File: src/rtl/fmdll_pkg.sv
// Shared encodings and defaults for the FMDLL edge-select sequencer.
package fmdll_pkg;

    localparam logic [1:0] SEL_REF  = 2'b00;
    localparam logic [1:0] SEL_LOOP = 2'b10;
    localparam logic [1:0] SEL_LAST = 2'b01;

    localparam int unsigned NW_DEF    = 4;
    localparam int unsigned MW_DEF    = 2;
    localparam int unsigned N_DEF_VAL = 4;
    localparam int unsigned M_DEF_VAL = 2;

    typedef enum logic [1:0] {
        IDLE = 2'd0,
        ARM  = 2'd1,
        RUN  = 2'd2,
        STOP = 2'd3
    } seq_state_e;

endpackage

File: src/rtl/fmdll_nm_counter.sv
// Nested N/M wrap counters; exposes next values so Sel can be registered in step with them.
module fmdll_nm_counter
    import fmdll_pkg::*;
#(
    parameter int NW = NW_DEF,
    parameter int MW = MW_DEF
) (
    input  logic          clk_out,
    input  logic          rst_n,
    input  logic          clr,
    input  logic          ld,
    input  logic          inc,
    input  logic [NW-1:0] n_act,
    input  logic [MW-1:0] m_act,
    output logic [NW-1:0] n_cnt,
    output logic [MW-1:0] m_cnt,
    output logic [NW-1:0] n_nxt,
    output logic [MW-1:0] m_nxt,
    output logic          div_n,
    output logic          div_m
);

    logic [NW-1:0] n_cnt_q, n_cnt_d;
    logic [MW-1:0] m_cnt_q, m_cnt_d;

    assign div_n = (n_cnt_q == n_act);
    assign div_m = div_n && (m_cnt_q == m_act);

    always_comb begin
        n_cnt_d = n_cnt_q;
        m_cnt_d = m_cnt_q;
        if (clr) begin
            n_cnt_d = '0;
            m_cnt_d = '0;
        end else if (ld) begin
            n_cnt_d = NW'(1);
            m_cnt_d = MW'(1);
        end else if (inc) begin
            if (div_n) begin
                n_cnt_d = NW'(1);
                m_cnt_d = (m_cnt_q == m_act) ? MW'(1) : m_cnt_q + MW'(1);
            end else begin
                n_cnt_d = n_cnt_q + NW'(1);
            end
        end
    end

    always_ff @(posedge clk_out or negedge rst_n) begin
        if (!rst_n) begin
            n_cnt_q <= '0;
            m_cnt_q <= '0;
        end else begin
            n_cnt_q <= n_cnt_d;
            m_cnt_q <= m_cnt_d;
        end
    end

    assign n_cnt = n_cnt_q;
    assign m_cnt = m_cnt_q;
    assign n_nxt = n_cnt_d;
    assign m_nxt = m_cnt_d;

endmodule

File: src/rtl/fmdll_nm_sequencer.sv
// FMDLL edge-select sequencer: start/stop FSM, frame-aligned config shadow and Sel register.
//   state | meaning
//   IDLE  | counters 0, Sel=10; pending config applied here
//   ARM   | one cycle; applies pending, loads counters to (1,1)
//   RUN   | counting; en low moves to STOP
//   STOP  | counting until the frame ends (then IDLE) or en returns (RUN)
module fmdll_nm_sequencer
    import fmdll_pkg::*;
#(
    parameter int NW    = NW_DEF,
    parameter int MW    = MW_DEF,
    parameter int N_DEF = N_DEF_VAL,
    parameter int M_DEF = M_DEF_VAL
) (
    input  logic          clk_out,
    input  logic          rst_n,
    input  logic          en,
    input  logic          cfg_load,
    input  logic [NW-1:0] cfg_N,
    input  logic [MW-1:0] cfg_M,
    output logic          cfg_ack,
    output logic          cfg_err,
    output logic [NW-1:0] N_counter,
    output logic [MW-1:0] M_counter,
    output logic          DIV_N,
    output logic          DIV_M,
    output logic          frame_start,
    output logic [1:0]    Sel,
    output logic          busy
);

    seq_state_e    state_q, state_d;
    logic [1:0]    sel_q, sel_d;
    logic [NW-1:0] n_act_q, n_act_d, pend_n_q, pend_n_d;
    logic [MW-1:0] m_act_q, m_act_d, pend_m_q, pend_m_d;
    logic          pend_vld_q, pend_vld_d;
    logic          cfg_ack_q, cfg_ack_d, cfg_err_q, cfg_err_d;

    logic          cnt_clr, cnt_ld, cnt_inc;
    logic [NW-1:0] n_cnt, n_nxt;
    logic [MW-1:0] m_cnt, m_nxt;
    logic          div_n, div_m;
    logic          cfg_legal, apply;

    fmdll_nm_counter #(.NW(NW), .MW(MW)) u_cnt (
        .clk_out (clk_out),
        .rst_n   (rst_n),
        .clr     (cnt_clr),
        .ld      (cnt_ld),
        .inc     (cnt_inc),
        .n_act   (n_act_q),
        .m_act   (m_act_q),
        .n_cnt   (n_cnt),
        .m_cnt   (m_cnt),
        .n_nxt   (n_nxt),
        .m_nxt   (m_nxt),
        .div_n   (div_n),
        .div_m   (div_m)
    );

    always_comb begin
        state_d = state_q;
        cnt_clr = 1'b0;
        cnt_ld  = 1'b0;
        cnt_inc = 1'b0;
        case (state_q)
            IDLE: begin
                cnt_clr = 1'b1;
                if (en) state_d = ARM;
            end
            ARM: begin
                cnt_ld  = 1'b1;
                state_d = RUN;
            end
            RUN: begin
                cnt_inc = 1'b1;
                if (!en) state_d = STOP;
            end
            STOP: begin
                if (en) begin
                    cnt_inc = 1'b1;
                    state_d = RUN;
                end else if (div_m) begin
                    cnt_clr = 1'b1;
                    state_d = IDLE;
                end else begin
                    cnt_inc = 1'b1;
                end
            end
            default: state_d = IDLE;
        endcase

        // Sel follows the counter values it will sit beside next cycle
        sel_d = sel_q;
        if (state_d == IDLE) begin
            sel_d = SEL_LOOP;
        end else if (cnt_ld || cnt_inc) begin
            if (m_nxt == MW'(1))                              sel_d = SEL_REF;
            else if (n_nxt == n_act_q && m_nxt != m_act_q)    sel_d = SEL_LOOP;
            else if (n_nxt == n_act_q)                        sel_d = SEL_LAST;
        end

        // N/M only change where no frame is in flight
        cfg_legal = (cfg_N != '0) && (cfg_M != '0);
        apply     = pend_vld_q && ((state_q == IDLE) || (state_q == ARM) || div_m);

        n_act_d    = apply ? pend_n_q : n_act_q;
        m_act_d    = apply ? pend_m_q : m_act_q;
        pend_n_d   = pend_n_q;
        pend_m_d   = pend_m_q;
        pend_vld_d = pend_vld_q && !apply;
        if (cfg_load && cfg_legal) begin
            pend_n_d   = cfg_N;
            pend_m_d   = cfg_M;
            pend_vld_d = 1'b1;
        end
        cfg_ack_d = apply;
        cfg_err_d = cfg_load && !cfg_legal;
    end

    always_ff @(posedge clk_out or negedge rst_n) begin
        if (!rst_n) begin
            state_q    <= IDLE;
            sel_q      <= SEL_LOOP;
            n_act_q    <= NW'(N_DEF);
            m_act_q    <= MW'(M_DEF);
            pend_n_q   <= '0;
            pend_m_q   <= '0;
            pend_vld_q <= 1'b0;
            cfg_ack_q  <= 1'b0;
            cfg_err_q  <= 1'b0;
        end else begin
            state_q    <= state_d;
            sel_q      <= sel_d;
            n_act_q    <= n_act_d;
            m_act_q    <= m_act_d;
            pend_n_q   <= pend_n_d;
            pend_m_q   <= pend_m_d;
            pend_vld_q <= pend_vld_d;
            cfg_ack_q  <= cfg_ack_d;
            cfg_err_q  <= cfg_err_d;
        end
    end

    assign N_counter   = n_cnt;
    assign M_counter   = m_cnt;
    assign DIV_N       = div_n;
    assign DIV_M       = div_m;
    assign frame_start = (n_cnt == NW'(1)) && (m_cnt == MW'(1));
    assign Sel         = sel_q;
    assign busy        = (state_q != IDLE);
    assign cfg_ack     = cfg_ack_q;
    assign cfg_err     = cfg_err_q;

endmodule

File: config.mk
export PLATFORM = sky130hd
export DESIGN_NAME = fmdll_nm_sequencer
export DESIGN_NICKNAME = d
export VERILOG_FILES = /design/src/rtl/fmdll_pkg.sv /design/src/rtl/fmdll_nm_counter.sv /design/src/rtl/fmdll_nm_sequencer.sv
export SDC_FILE = /design/constraint.sdc
export NUM_CORES = 1
export LEC_CHECK = 0
export BUFFER_PORTS_ARGS = -buffer_cell sky130_fd_sc_hd__buf_4
export CORE_MARGIN = 1.5
export CORE_UTILIZATION = 35
export CTS_CLUSTER_DIAMETER = 40
export CTS_CLUSTER_SIZE = 25
export DETAILED_ROUTE_END_ITERATION = 16
export PLACE_DENSITY = 0.62
export SLEW_MARGIN = 20
export SYNTH_ARGS = -nofsm -noshare
export SYNTH_HDL_FRONTEND = slang
export SYNTH_SLANG_ARGS = --single-unit
File: constraint.sdc
create_clock -name clk_out -period 4.6 [get_ports clk_out]
set_input_delay 0.69 -clock clk_out [delete_from_list [all_inputs] [get_ports clk_out]]
set_output_delay 0.69 -clock clk_out [all_outputs]
set_load 0.03 [all_outputs]
==> summary.md <==
| Metric | Value |
|---|---|
| Final Non-Filler Cells | 238 |
| Post-placement cell area | between 1500 and 2000 sq um |
| Startpoint Class | flip-flop |
| Seq cells post-synth | 25 |
| Fillers | approximately 460 |
| DRT antenna net count | 0 |
| Top Layer Used | met4 |
| P_leak | ~0.84 nW |
| Seq/Total Area, Yosys | a little under two fifths |
| Avg Cell Area, Syn | around 10 sq um |
| Layout cells sized above 1 | 32.26% |
| Post-synth ARST share | 100.0% |
| GRT Util Overall | ~15% |
| Global-route wire length before repair | about 6 mm |
| Initial Utilization | 36.97% |
| Metal3 WL | 85 um |
| Post-cts resize count | 0 |
| Met2 WL | around 1.7 mm |
| Multi-input gate area | slightly above 900 sq um |
| Tmin final | between 2 and 3 ns |
| Core Util, Final | between 40 and 50% |
| Setup_tns | 0 ns |
| Clk root buf | clkbuf_8 |
| I/O Buffers | 23 |
| Ys flop type | dfrtp_1 |
| Final hold slack | about 0.30 ns |
| CP required | about 4.8 ns |
| Mapped cell area | 1643 sq um |
| Initial antenna violation count | 0 |
| Pre-CTS WS | 2.019 ns |
| Max FO, Critical Path | 7 |
| Core area | 4444 sq um |
| CTS HTree Levels | 1 |
| IO Pins | 24 |
| YS warnings | 0 |
| Unrepaired setup endpoints after global routing | no |
| Die Width | around 70 um |
| Worst min-delay path class | in -> async |
| Clock-pin transition on the worst setup and hold timing paths | about 0.09 ns |
| FP Rows | 24 |
| Finished Cell Area | 1888 sq um |
| Max cap viols | 0 |
| Max IR drop VDD | 0.2622 mV |
| P&R area growth vs syn | 14.93% |
| Wirelength per Cell | ~15 um |
| DR vias | 1,281 |
| # hold bufs at CTS | 0 |
| Worst Setup End Kind | flip-flop |
| DRT Pass-1 Iters | 4 |
| Vias per std cell | about 5.4 |
| Syn Inst Count | 165 |
| Final worst clock skew | approximately 0.0054 ns |
| Nets | around 200 |
| Final Max Slew Viols | 0 |
| Max clock buf depth | 2 |
| Final worst setup slack | 2.033 ns |
| Drt total wl | ~3.5 mm |
| FF/Latch Area | between 600 and 700 sq um |
| Antenna diodes | 0 |
| Max transition margin | between 50% and 60% |
| Vias in the first global route | around 1,300 |
| CTS Buf Count | 3 |
| Setup violators final | 0 |
| Largest net degree at the start of global routing | 26 |
| Post-synthesis cell type count | 50 |
| Final Hold Fails | 0 |
| Power Dens Cells | roughly 730 nW/um^2 |
| CTS tree | done |
| Clk_lat worst skew | between 0.2 and 0.3 ns |
| Post-Place Cells | ~230 |
| Global route total overflow | 0 |
| Die Y | about 72 um |
| Post-Syn Nets | about 180 |
| Commonest non-fill, non-tap cells in the layout | buf_4 (23), dfrtp_1 (22), inv_1 (13), nor2_1 (13), mux2_2 (13) |
| Worst Setup Path Type | reg -> reg |
| Total Power | 1.387 mW |
| CP Data Arrival Time | ~2.8 ns |
| # clock sinks | 25 |
| Fin crit share | between 50% and 60% |
| GPL Wtd Cong | 0.9126 |
| Outcome | completed |
| WL met1 | 1.741 mm |
| Commonest non-fill, non-tap cell in the layout | buf_4 |
| Post-route DRC | 0 |
| Setup bufs post-CTS | 0 |
| Achievable Freq | approximately 0.39 GHz |
| Die area | 5114 sq um |
| Number of enable flip-flop cells after synthesis | 0 |
| Worst-margin pin slew | 0.7281 ns |
| Dpl hpwl | roughly 2.7 mm |
| Initial DRC Count | 84 |
## worst max-delay path, cell delays in order (launching register included)
cell	delay, ns
dfrtp_1	0.45
inv_1	0.09
ha_1	0.26
nor2_1	0.40
and4_2	0.30
o21ai_1	0.10
a221oi_1	0.38
nand4_1	0.22
mux2_2	0.31
## state kept, by name (all words and copies together) (netlist names)
signal	flops
u_cnt.m_cnt	2
state_q	2
cfg_ack	1
cfg_err	1
u_cnt.n_cnt	4
pend_m_q	2
n_act_q	4
pend_n_q	4
pend_vld_q	1
Sel	2
m_act_q	2
## metal layers
layer	vias up	GRT usage, %
met5	-	0
met4	0	5.451
met3	2	2.110
met2	16	23.47
met1	616	22.02
li1	647	-
## synth_stat cells (2+ instances only)
library cell   n  share of area [%]
and2_1         2               0.76
nor2_1        13                3.0
a21boi_0       3                1.4
dfrtp_1       22                 34
nand4_1        4                1.5
nand3b_1       2               0.91
o211ai_1       3                1.4
and4_2         3                1.8
mux2i_1        2                1.2
nor4_1         3                1.1
inv_1         13                3.0
inv_2          2               0.46
o31a_1         2                1.1
o31ai_1        2               0.91
clkbuf_1       3               0.69
o31ai_2        2                1.5
ha_1           7                5.3
dfstp_2        3                4.8
a21oi_1        6                1.8
nand3_1        2               0.61
nand2_1        8                1.8
xnor2_1        6                3.2
nor3_1         3               0.91
nor2b_1        3                1.1
nor3b_1        2               0.91
mux2_2        13                8.9
buf_6          2                1.4
o21ai_0        7                2.1
## final cells by class
cell class / instances / share of cell area [%]
Inverter: 15 / 2.982
Timing Repair Buffer: 23 / 9.145
Clock buffer: 3 / 2.187
Sequential cell: 25 / 33.33
Clock inverter: 1 / 0.3976
Tap cell: 52 / 3.446
Multi-Input combinational cell: 119 / 48.51
## cells by family (layout without fill, tap and decap cells)
| family | Yosys count | after routing | share of synthesized area, % |
|---|---|---|---|
| AOI/OAI and AO/OA | 39 | 39 | 18.81 |
| xor gates and xnor gates | 6 | 6 | 3.199 |
| adders and majority gates | 7 | 7 | 5.331 |
| buffers and inverters | 21 | 42 | 5.941 |
| DFF | 25 | 25 | 38.31 |
| muxes | 15 | 15 | 10.13 |
| and+or+nand+nor | 52 | 52 | 18.28 |
## final timing paths
check | slack, ns | cells after the start | from | endpoint
max | 2.03 | 8 | state_q[0] | Sel[1]
min | 0.30 | 1 | rst_n | pend_n_q[0]
max reg2reg | 2.03 | 8 | state_q[0] | Sel[1]
min reg2reg | 0.51 | 1 | pend_m_q[1] | m_act_q[1]
max in group asynchronous | 4.00 | 1 | rst_n | Sel[1]
min in group clk_out | 0.51 | 1 | pend_m_q[1] | m_act_q[1]
## where the power goes
group,internal [mW],switching (mW),leakage (nW),total [mW]
Sequential,0.306,0.0923,0.304,0.398
Clock,0.0614,0.0713,0.0217,0.133
Combinational,0.360,0.497,0.512,0.856
Total,0.727,0.660,0.838,1.39
(Power assumes the default switching activity.)
